### config.mk
export PLATFORM = sky130hd
export DESIGN_NAME = serial_addsub_unit
export DESIGN_NICKNAME = d
export VERILOG_FILES = /design/src/rtl/serial_arith_pkg.sv /design/src/rtl/shift_register_nbit.sv /design/src/rtl/serial_addsub_unit.sv
export SDC_FILE = /design/constraint.sdc
export NUM_CORES = 1
export LEC_CHECK = 0
export CORE_ASPECT_RATIO = 0.6
export CORE_MARGIN = 5
export CORE_UTILIZATION = 47
export CTS_BUF_LIST = sky130_fd_sc_hd__clkbuf_4 sky130_fd_sc_hd__clkbuf_8
export DETAILED_ROUTE_END_ITERATION = 10
export DONT_BUFFER_PORTS = 1
export HOLD_SLACK_MARGIN = 0.1
export SETUP_SLACK_MARGIN = 0.2
export SYNTH_ARGS = -nofsm -noshare
export SYNTH_HDL_FRONTEND = slang
export SYNTH_HIERARCHICAL = 1
export SYNTH_SLANG_ARGS = --single-unit
### constraint.sdc
create_clock -name clk -period 1.2 [get_ports clk]
set_input_delay 0.12 -clock clk [delete_from_list [all_inputs] [get_ports clk]]
set_output_delay 0.12 -clock clk [all_outputs]
set_load 0.05 [all_outputs]
### src/rtl/serial_arith_pkg.sv
// Shared types and helpers for the bit-serial arithmetic unit.
//   state_e  : controller states (idle, running one bit per cycle, result pulse)
//   MODE_*   : operation select encoding for the mode input
//   maj3     : carry function of a single full-adder cell
package serial_arith_pkg;

    typedef enum logic [1:0] {
        StIdle = 2'd0,
        StRun  = 2'd1,
        StDone = 2'd2
    } state_e;

    localparam logic MODE_ADD = 1'b0;
    localparam logic MODE_SUB = 1'b1;

    function automatic logic maj3(input logic x, input logic y, input logic z);
        return (x & y) | (x & z) | (y & z);
    endfunction

endpackage

### src/rtl/shift_register_nbit.sv
// Accumulator for the serial sum plus the final carry.
//   clk, rst   : clock, synchronous active-low reset
//   clr_i      : clear all bits (start of a new operation)
//   shift_i    : shift the sum field right, ser_i enters at bit N-2
//   msb_load_i : also load msb_i into bit N-1 (last bit of an operation)
//   q_o        : {carry, sum}; complete once the last shift has happened
module shift_register_nbit #(
    parameter int unsigned N = 9
) (
    input  logic         clk,
    input  logic         rst,
    input  logic         clr_i,
    input  logic         shift_i,
    input  logic         ser_i,
    input  logic         msb_load_i,
    input  logic         msb_i,
    output logic [N-1:0] q_o
);

    logic [N-1:0] q_q, q_d;

    always_comb begin
        q_d = q_q;
        if (clr_i) begin
            q_d = '0;
        end else if (shift_i) begin
            // Sum bits arrive LSB first, so after N-1 shifts bit 0 holds the sum LSB.
            q_d[N-2:0] = {ser_i, q_q[N-2:1]};
            if (msb_load_i) begin
                q_d[N-1] = msb_i;
            end
        end
    end

    always_ff @(posedge clk) begin
        if (!rst) begin
            q_q <= '0;
        end else begin
            q_q <= q_d;
        end
    end

    assign q_o = q_q;

endmodule

### src/rtl/serial_addsub_unit.sv
// Bit-serial adder/subtractor: one full-adder cell, LSB first, WIDTH cycles per operation.
//   clk, rst        : clock, synchronous active-low reset
//   start           : request, accepted in idle or in the done cycle
//   mode            : 0 add, 1 subtract (a + ~b + 1); latched with start
//   data_a, data_b  : operands, latched with start
//   result          : {carry_out, sum}; holds the last completed value outside the done cycle
//   busy            : high while bits are being processed
//   done            : one-cycle pulse, result valid in that cycle
//   overflow        : signed overflow, only when SERIAL_ADDSUB_OVF_EN is defined
module serial_addsub_unit
    import serial_arith_pkg::*;
#(
    parameter int unsigned WIDTH = 8
) (
    input  logic             clk,
    input  logic             rst,
    input  logic             start,
    input  logic             mode,
    input  logic [WIDTH-1:0] data_a,
    input  logic [WIDTH-1:0] data_b,
    output logic [WIDTH:0]   result,
    output logic             busy,
    output logic             done
`ifdef SERIAL_ADDSUB_OVF_EN
    ,
    output logic             overflow
`endif
);

    localparam int unsigned     CntW    = (WIDTH > 1) ? $clog2(WIDTH) : 1;
    localparam logic [CntW-1:0] LastCnt = CntW'(WIDTH - 1);

    state_e            state_q, state_d;
    logic [WIDTH-1:0]  a_q, a_d, b_q, b_d;
    logic              carry_q, carry_d;
    logic [CntW-1:0]   cnt_q, cnt_d;
    logic [WIDTH:0]    result_q, result_d;
    logic [WIDTH:0]    acc;
    logic              sum_bit, carry_out, last_bit, accept, run_shift;

    assign sum_bit   = a_q[0] ^ b_q[0] ^ carry_q;
    assign carry_out = maj3(a_q[0], b_q[0], carry_q);
    assign last_bit  = (cnt_q == LastCnt);

    always_comb begin
        state_d   = state_q;
        a_d       = a_q;
        b_d       = b_q;
        carry_d   = carry_q;
        cnt_d     = cnt_q;
        accept    = 1'b0;
        run_shift = 1'b0;

        unique case (state_q)
            StIdle: begin
                if (start) begin
                    accept  = 1'b1;
                    state_d = StRun;
                end
            end
            StRun: begin
                run_shift = 1'b1;
                a_d       = a_q >> 1;
                b_d       = b_q >> 1;
                carry_d   = carry_out;
                cnt_d     = cnt_q + CntW'(1);
                if (last_bit) begin
                    cnt_d   = '0;
                    state_d = StDone;
                end
            end
            StDone: begin
                if (start) begin
                    accept  = 1'b1;
                    state_d = StRun;
                end else begin
                    state_d = StIdle;
                end
            end
            default: state_d = StIdle;
        endcase

        if (accept) begin
            a_d     = data_a;
            b_d     = (mode == MODE_ADD) ? data_b : ~data_b;
            carry_d = mode;  // +1 of the two's complement when subtracting
            cnt_d   = '0;
        end
    end

    shift_register_nbit #(
        .N (WIDTH + 1)
    ) u_acc (
        .clk        (clk),
        .rst        (rst),
        .clr_i      (accept),
        .shift_i    (run_shift),
        .ser_i      (sum_bit),
        .msb_load_i (run_shift & last_bit),
        .msb_i      (carry_out),
        .q_o        (acc)
    );

    // The accumulator is complete during the done cycle; copy it out then so the
    // visible result stays put while the next operation rebuilds the accumulator.
    always_comb begin
        result_d = result_q;
        if (state_q == StDone) begin
            result_d = acc;
        end
    end

    always_ff @(posedge clk) begin
        if (!rst) begin
            state_q  <= StIdle;
            a_q      <= '0;
            b_q      <= '0;
            carry_q  <= 1'b0;
            cnt_q    <= '0;
            result_q <= '0;
        end else begin
            state_q  <= state_d;
            a_q      <= a_d;
            b_q      <= b_d;
            carry_q  <= carry_d;
            cnt_q    <= cnt_d;
            result_q <= result_d;
        end
    end

    assign result = (state_q == StDone) ? acc : result_q;
    assign busy   = (state_q == StRun);
    assign done   = (state_q == StDone);

`ifdef SERIAL_ADDSUB_OVF_EN
    logic ovf_q, ovf_d;

    // Carry into the MSB is the carry flop on the last bit; carry out is the cell output.
    always_comb begin
        ovf_d = ovf_q;
        if ((state_q == StRun) && last_bit) begin
            ovf_d = carry_q ^ carry_out;
        end
    end

    always_ff @(posedge clk) begin
        if (!rst) begin
            ovf_q <= 1'b0;
        end else begin
            ovf_q <= ovf_d;
        end
    end

    assign overflow = ovf_q;
`endif

endmodule

Word-level counts from Yosys, hierarchy flattened
Cells that the tools add are included.
- bits in registers: 40
- bits in writable memories: 0
- bits in read-only memories: 0
- word-level logic and storage cells: 46
- memories: 0
- output and inout bits: 11
- latch bits: 0
- multipliers: 0
- div/mod/pow operators: 0
- shift-type cells: 0
- reduce and logical (&&, ||, !) cells: 6
- add/sub/neg operators: 1
- mux-type cells: 16
- $lt $le $gt $ge: 0
- equal/unequal tests: 5
- bitwise logic cells: 10
- operators by type and width (operator ; count):
    8-bit two-way mux ; 5
    9-bit two-way mux ; 1
    8-bit NOT ; 1
    1-bit two-way mux ; 6
    2-bit one-hot mux with 3 select lines ; 1
    1-bit bitwise AND ; 4
    2-bit two-way mux ; 2
    2-bit AND reduction ; 2
    2-bit OR reduction ; 2
    3-bit by 1-bit adder with 3-bit output, second input constant ; 1
    3-bit equality test, second input constant ; 1
    3-bit two-way mux ; 1
    2-bit by 1-bit equality test with 1-bit output, second input constant ; 1
    2-bit equality test, second input constant ; 1
    2-bit zero test ; 1
    2-bit by 1-bit != test with 1-bit output, second input constant ; 1
    2-bit != test, second input constant ; 1
    1-bit OR ; 2
    2-bit nonzero test ; 1
    1-bit XOR ; 2
    1-bit NOT ; 1

Logic depth before layout (Yosys ltp)
Gate-level depths: netlist of the first run.
- word-level depth: 5
- depth in mapped cells: 7

Hierarchy
Netlist of the first run, hierarchy kept.
- modules (own cells, without submodules) (module ; area an instance (µm²) ; instances ; cells each):
    serial_addsub_unit ; 1442.6 ; 1 ; 148
    shift_register_nbit ; 336.6 ; 1 ; 31

Worst setup path before layout of the first run
OpenSTA, ideal clock, no wires.
- path type: reg2reg
- start point: register state_q[1]
- end point: register u_acc.q_q[0] (netlist: u_acc/q_o[0])
- clock period less this slack: 1.392 ns
- path buffers: 2
- data arrival time: 1.274 ns
- stages on the path, launching flop included: 7
- setup slack: -0.192 ns
- data required time: 1.082 ns
- cell sequence: dfxtp_1 > nand2b_1 > inv_1 > buf_2 > buf_6 > mux2i_1 > nor2_1
- elaborated cells between the ends (all ways): 7
- classes of those cells: 2 x eq/ne; 2 x mux; 3 x reduce/logical
- RTL lines (element ; RTL line ; source):
    start, declared ; serial_addsub_unit.sv:33 ; state_e state_q, state_d;
    start signal, assigned ; serial_addsub_unit.sv:115 ; state_q <= StIdle;
    start signal, assigned ; serial_addsub_unit.sv:122 ; state_q <= state_d;
    2-bit by 1-bit equality test with 1-bit output ; -- ;
    named net busy ; serial_addsub_unit.sv:22 ; output logic busy,
    1-bit two-way mux ; serial_addsub_unit.sv:54 ; unique case (state_q)
    end signal, assigned ; shift_register_nbit.sv:39 ; q_q <= q_d;
    end, declared ; shift_register_nbit.sv:20 ; logic [N-1:0] q_q, q_d;
The timed path passes the listed nets, and every way through them passes these cells.
A chain may end at the register's enable or synchronous reset.

Worst setup path in the final report of the first run
- start point: register state_q[0]
- end point: output result[4]
- longest elaborated chain between the ends: 2
- RTL lines (element ; RTL line ; source):
    2-bit equality test ; serial_addsub_unit.sv:131 ; assign result = (state_q == StDone) ? acc : result_q;
    9-bit two-way mux ; -- ;
    end, declared ; serial_addsub_unit.sv:21 ; output logic [WIDTH:0] result,
No other way between the ends.

==> results.json, run 1 <==
{
  "status": "finished with violations",
  "violations": "hold timing, setup timing",
  "cts_sinks": 40,
  "grt.overflow.total": 0,
  "async_reset_ff_share_pct": 0,
  "netlist_area_um2": 1780,
  "antenna_found_initial": 0,
  "finalSetupTns_ns": -3.56,
  "hold_violations": 29,
  "drc_errors": 0,
  "cts_hold_buffers": 1,
  "num_io_pins": 31,
  "track_usage_pct": 18.4,
  "avgSynthCellArea_um2": 9.94,
  "worstPathArrival_ns": 1.41,
  "grt_max_degree": 31,
  "cp-startpoint": "state_q[0]$_SDFFE_PN0P_",
  "dr.pass1.iters": 4,
  "routed_wl_um": 4580,
  "setup-violations-final": 26,
  "path_common_cell": "buf_12",
  "slowest_stage": "dfxtp_4",
  "syn_inst": 179,
  "peakVddDrop_uv": 641,
  "pre_cts_ws_ns": -0.0274,
  "ys_seq_elements": 40,
  "fmax_mhz": 653,
  "cp_cell_sequence": "nor2b_4 > buf_12 > mux2_4 > buf_12",
  "hp-class": "input pin to flip-flop",
  "holdWs_ns": -0.0454,
  "cp_top_family": "flip-flops",
  "clk_path_buf_depth": 2,
  "clock_skew_ns": 0.00451,
  "timing.rr.start": "cnt_q[0]$_SDFFE_PP0N_",
  "routedWlPerCell_um": 17.9,
  "h-tree-depth": 2,
  "yosysWarnings": 6,
  "slew_headroom_pct": 87.0,
  "max_stage_delay_ns": 0.36,
  "coreArea_um2": 3660,
  "die-area_um2": 5160,
  "rsz0062_at_grt": "yes",
  "worst-setup-path-type": "flip-flop to output port",
  "die-height_um": 57.7,
  "cts_buffers": 5,
  "postLayoutCoreUtil_pct": 77.7,
  "port_buffers": 0,
  "postRouteAntennaNets": 0,
  "dr.first_iter.drc_count": 55,
  "areaGrowthSynthToFinish_pct": 59.8,
  "finalWorstPathRequiredPeriod_ns": 1.53,
  "drv_slew": 0,
  "crit_required_ns": 1.08,
  "grt_pass1_vias": 1467,
  "synth_cell_types": 34,
  "cts_tree": "done",
  "initial_core_util_pct": 48.6,
  "timing.final.crit_share_pct": 128,
  "power.density_nw_per_um2": 1040,
  "grt_first_pass_wirelength_um": 7110,
  "vias": 1405,
  "worst_slew_pin_slew_ns": 0.191,
  "critPathLaunchType": "flip-flop",
  "leakage_nw": 1.07,
  "drive_gt1_share_pct": 60.8,
  "n_antenna_cell": 0,
  "maxCapViolations": 0,
  "ys.flop_type": "dfxtp_1",
  "vias_per_cell": 5.49,
  "end_kind": "output port",
  "hp-start": "rst",
  "final_nets": 231,
  "dp_hpwl_um": 2630,
  "die_w_um": 89.4,
  "synth.net_count": 202,
  "synth_enable_flop_cells": 0,
  "insertion_delay_ns": 0.29,
  "worst-path-buf-inv": 2,
  "ys_seq_area_share_pct": 45.0,
  "setup_ws_ns": -0.332,
  "gp_congestion": 0.732,
  "cp_max_fo": 10,
  "root_buffer": "clkbuf_8",
  "row_count": 17,
  "path_clk_slew_ns": 0.08
}
registers in the layout (all words and copies together) (netlist names):
| signal | cells |
|---|---|
| result_q | 9 |
| u_acc/q_o | 9 |
| a_q | 8 |
| b_q | 8 |
| cnt_q | 3 |
| state_q | 2 |
| carry_q | 1 |
where the power goes:
part | internal (mW) | switching (mW) | leakage (nW) | total, mW
sequential | 1.39 | 0.0554 | 0.329 | 1.44
clock | 0.405 | 0.479 | 0.0479 | 0.884
combinational | 0.354 | 0.276 | 0.689 | 0.630
layout by cell type (no fill, tap or decap), drive strengths merged:
cell,Yosys,final
mux2,9,9
nand2,17,17
and2,11,11
a21oi,4,4
dfxtp,40,40
o21ai,6,6
clkbuf,3,6
nor2b,1,1
o221ai,4,4
or3,1,1
nand2b,3,3
buf,12,35
dlygate4sd3,0,1
clkinv,0,3
and3,1,1
a31oi,5,5
ha,2,2
a21bo,1,1
a22oi,6,6
a21boi,8,8
nor2,12,12
nand3,9,9
inv,2,2
mux2i,8,8
nor3,4,4
fa,1,1
nand3b,1,1
xor2,8,8
logic make-up (layout without fill, tap and decap cells):
| logic type | after synthesis | count (layout) | share of synthesized area, % |
|---|---|---|---|
| DFF | 40 | 40 | 45.0 |
| adders and majority gates | 3 | 3 | 2.53 |
| and+or+nand+nor | 60 | 60 | 16.9 |
| xor gates and xnor gates | 8 | 8 | 3.94 |
| buffers and inverters | 17 | 47 | 6.33 |
| muxes | 17 | 17 | 12.1 |
| AOI/OAI and AO/OA | 34 | 34 | 13.2 |
synthesized netlist by cell type (2+ instances only):
cell,instances,share of area (%)
nor3_1,4,1.1
nor2_1,12,2.5
a22oi_1,6,2.5
a21boi_0,5,2.1
mux2_4,9,7.6
ha_1,2,1.4
nand2b_1,2,0.70
buf_6,4,2.5
and2_1,10,3.5
o21ai_0,6,1.7
buf_2,5,1.4
a21boi_1,3,1.3
nand3_1,9,2.5
mux2i_1,8,4.5
buf_4,3,1.3
a21oi_1,3,0.84
o221ai_1,4,2.0
dfxtp_1,40,45
a31oi_1,5,1.8
xor2_1,8,3.9
nand2_1,17,3.6
clkbuf_1,2,0.42
metal layers:
metal  wire (um)  GRT usage, %
met4          97          5.73
met3         262          6.96
met1        2030          23.6
met5           0             0
met2        2190          28.9
layout make-up:
type / instances / area (um^2)
Multi-Input combinational cell: 122 / 1210
Clock buffer: 5 / 68.8
Clock inverter: 3 / 18.8
Tap cell: 47 / 58.8
Inverter: 2 / 12.5
Sequential cell: 40 / 813
Fill cell: 215 / 816
Timing Repair Buffer: 37 / 658
worst paths after layout:
check | to | slack (ns) | depth (start not counted)
setup / recovery | result[4] | -0.33 | 4
hold / removal | b_q[2]$_SDFFE_PN0P_ | -0.05 | 2
setup reg to reg | cnt_q[0]$_SDFFE_PP0N_ | -0.06 | 4
hold reg to reg | b_q[5]$_SDFFE_PN0P_ | 0.48 | 2
worst register-to-register path: stages, from the launching register on:
cell     delay, ns
dfxtp_4       0.36
ha_4          0.16
ha_4          0.17
or3_4         0.38
a21oi_2       0.12
per-stage QoR:
| step | cell area (um^2) | instances | total power [mW] | hold WS (ns) |
|---|---|---|---|---|
| final | 2840 | 256 | 2.95 | -0.0454 |
| after global routing | 2840 | 256 | 3.10 | -0.0638 |
| after CTS | 2660 | 254 | 2.87 | -0.0718 |
| after detailed placement | 2150 | 235 | 1.79 | 0.247 |
| after global placement | 2150 | 235 | 1.78 | 0.236 |
| after floorplan | 1900 | 179 | 1.74 | 0.265 |
what timing repair did:
action,CTS,global route
pin swaps,44,20
resized for setup,76,32
setup buffers,6,1
cloned,4,1
hold endpoints to repair,40,40
endpoints found under the setup margin,51,51
(Power assumes the default switching activity.)
==> run 2: changes to the inputs <==
clock period = 1.5 ns   (was 1.2 ns; I/O delays follow)
==> run 2 against run 1 <==
Net effect:
- clock power is 8.5% higher
- clock skew is 0.0043 ns higher
- the run ends with setup timing left
- core utilization is 15 points lower
- critical path type unchanged
==> results.json, run 2 (synthesized netlist as in run 1, its figures left out) <==
{
  "dr.first_iter.drc_count": 60,
  "path_clk_slew_ns": 0.08,
  "die_w_um": 89.4,
  "grt.overflow.total": 0,
  "final_nets": 223,
  "cts_tree": "done",
  "setup_ws_ns": -0.115,
  "vias": 1306,
  "clock_skew_ns": 0.00880,
  "port_buffers": 0,
  "path_common_cell": "buf_12",
  "grt_busiest_layer": "met2",
  "violations": "setup timing",
  "grt_use_met1_pct": 22.1,
  "use_met3_pct": 4.69,
  "worst-setup-path-type": "flip-flop to output port",
  "max_stage_delay_ns": 0.34,
  "root_buffer": "clkbuf_8",
  "cp_top_family": "multiplexers",
  "peakVddDrop_uv": 551,
  "crit_required_ns": 1.35,
  "track_usage_pct": 15.8,
  "areaGrowthSynthToFinish_pct": 28.3,
  "hp-class": "input pin to flip-flop",
  "worst-path-buf-inv": 2,
  "routed_wl_um": 3820,
  "cp_max_fo": 10,
  "routedWlPerCell_um": 15.4,
  "regArea_um2": 805,
  "grt_first_pass_wirelength_um": 6270,
  "holdWs_ns": 0.111,
  "gp_congestion": 0.705,
  "antenna_found_initial": 0,
  "die-height_um": 57.7,
  "holdPathStages": 2,
  "finalPower_mw": 2.36,
  "power.density_nw_per_um2": 1040,
  "leakage_nw": 0.892,
  "cp_cell_sequence": "nor2b_4 > buf_12 > mux2_4 > buf_12",
  "slowest_stage": "mux2_4",
  "worstPathArrival_ns": 1.47,
  "maxCapViolations": 0,
  "insertion_delay_ns": 0.29,
  "postRouteAntennaNets": 0,
  "slew_headroom_pct": 38.0,
  "fmax_mhz": 619,
  "finalWorstPathRequiredPeriod_ns": 1.62,
  "dr.pass1.iters": 4,
  "n_antenna_cell": 0,
  "h-tree-depth": 2,
  "critPathLaunchType": "flip-flop",
  "rsz0062_at_grt": "yes",
  "layout_common_cells": "dfxtp_1 (37), nand2_1 (17), nor2_1 (12), and2_1 (10), buf_12 (10)",
  "pre_cts_ws_ns": 0.192,
  "end_kind": "output port",
  "vias_per_cell": 5.27,
  "rr_worst_depth": 4,
  "setup-violations-final": 9,
  "worst_slew_pin_slew_ns": 0.930,
  "cp.depth": 4,
  "initial_core_util_pct": 48.6,
  "die-area_um2": 5160,
  "layout.cells.most_common": "dfxtp_1",
  "drive_gt1_share_pct": 25.4,
  "grt_max_degree": 30,
  "drv_slew": 0,
  "clk_path_buf_depth": 2,
  "timing.final.crit_share_pct": 108,
  "r2r_slack_ns": 0.23,
  "fill_cells": 303,
  "met2_usage_pct": 23.1,
  "row_count": 17,
  "drc_errors": 0,
  "cts_sinks": 40,
  "cts_buffers": 5,
  "dp_hpwl_um": 2500,
  "num_io_pins": 31,
  "grt_pass1_vias": 1305,
  "status": "finished with violations",
  "coreArea_um2": 3660,
  "hold_violations": 0,
  "multiInputGateArea_um2": 892
}
==> run 2: metrics by stage <==
step / setup TNS [ns] / cells / util (%) / instance area (um^2)
4_1_cts: -0.982 / 246 / 61.1 / 2240
6_report: -0.973 / 248 / 62.4 / 2280
5_1_grt: -1.33 / 248 / 62.4 / 2280
3_5_place_dp: 0 / 227 / 54.2 / 1980
2_1_floorplan: 0 / 179 / - / 1800
3_3_place_gp: 0 / 227 / 54.2 / 1980
==> run 2: worst paths after layout <==
check                          start                   endpoint
min reg2reg      a_q[1]$_SDFFE_PN0P_        a_q[1]$_SDFFE_PN0P_
min                              rst  u_acc/q_o[8]$_SDFFE_PP0P_
max reg2reg  state_q[1]$_SDFFE_PN0P_     result_q[2]$_SDFF_PN0_
max          state_q[1]$_SDFFE_PN0P_                  result[6]
==> run 2: cell type report <==
cell class	instances	area share [%]
multi-input cells	122	39.1
flip-flops and latches	40	35.3
repair buffers	29	17.2
clock buffers	7	4.22
well taps	47	2.58
clock inverters	1	1.32
inverters	2	0.329
==> run 2: routing by layer <==
metal	vias to the layer above	share of wire, %
met3	5	4.0
met5	-	0
met2	24	47
met4	0	1.2
met1	620	48
li1	657	-
==> run 2: report_power, final <==
part / internal (mW) / switching, mW
Clock: 0.587 / 0.372
Sequential: 1.11 / 0.0286
Combinational: 0.123 / 0.145
Total: 1.82 / 0.546
==> run 2: timing repair <==
item	CTS	global route
setup endpoints to repair	18	50
buffers inserted	2	1
gates resized for setup	9	11
pin swaps	0	1
hold buffers	9	1
endpoints found under the hold margin	31	1
gates cloned	0	0
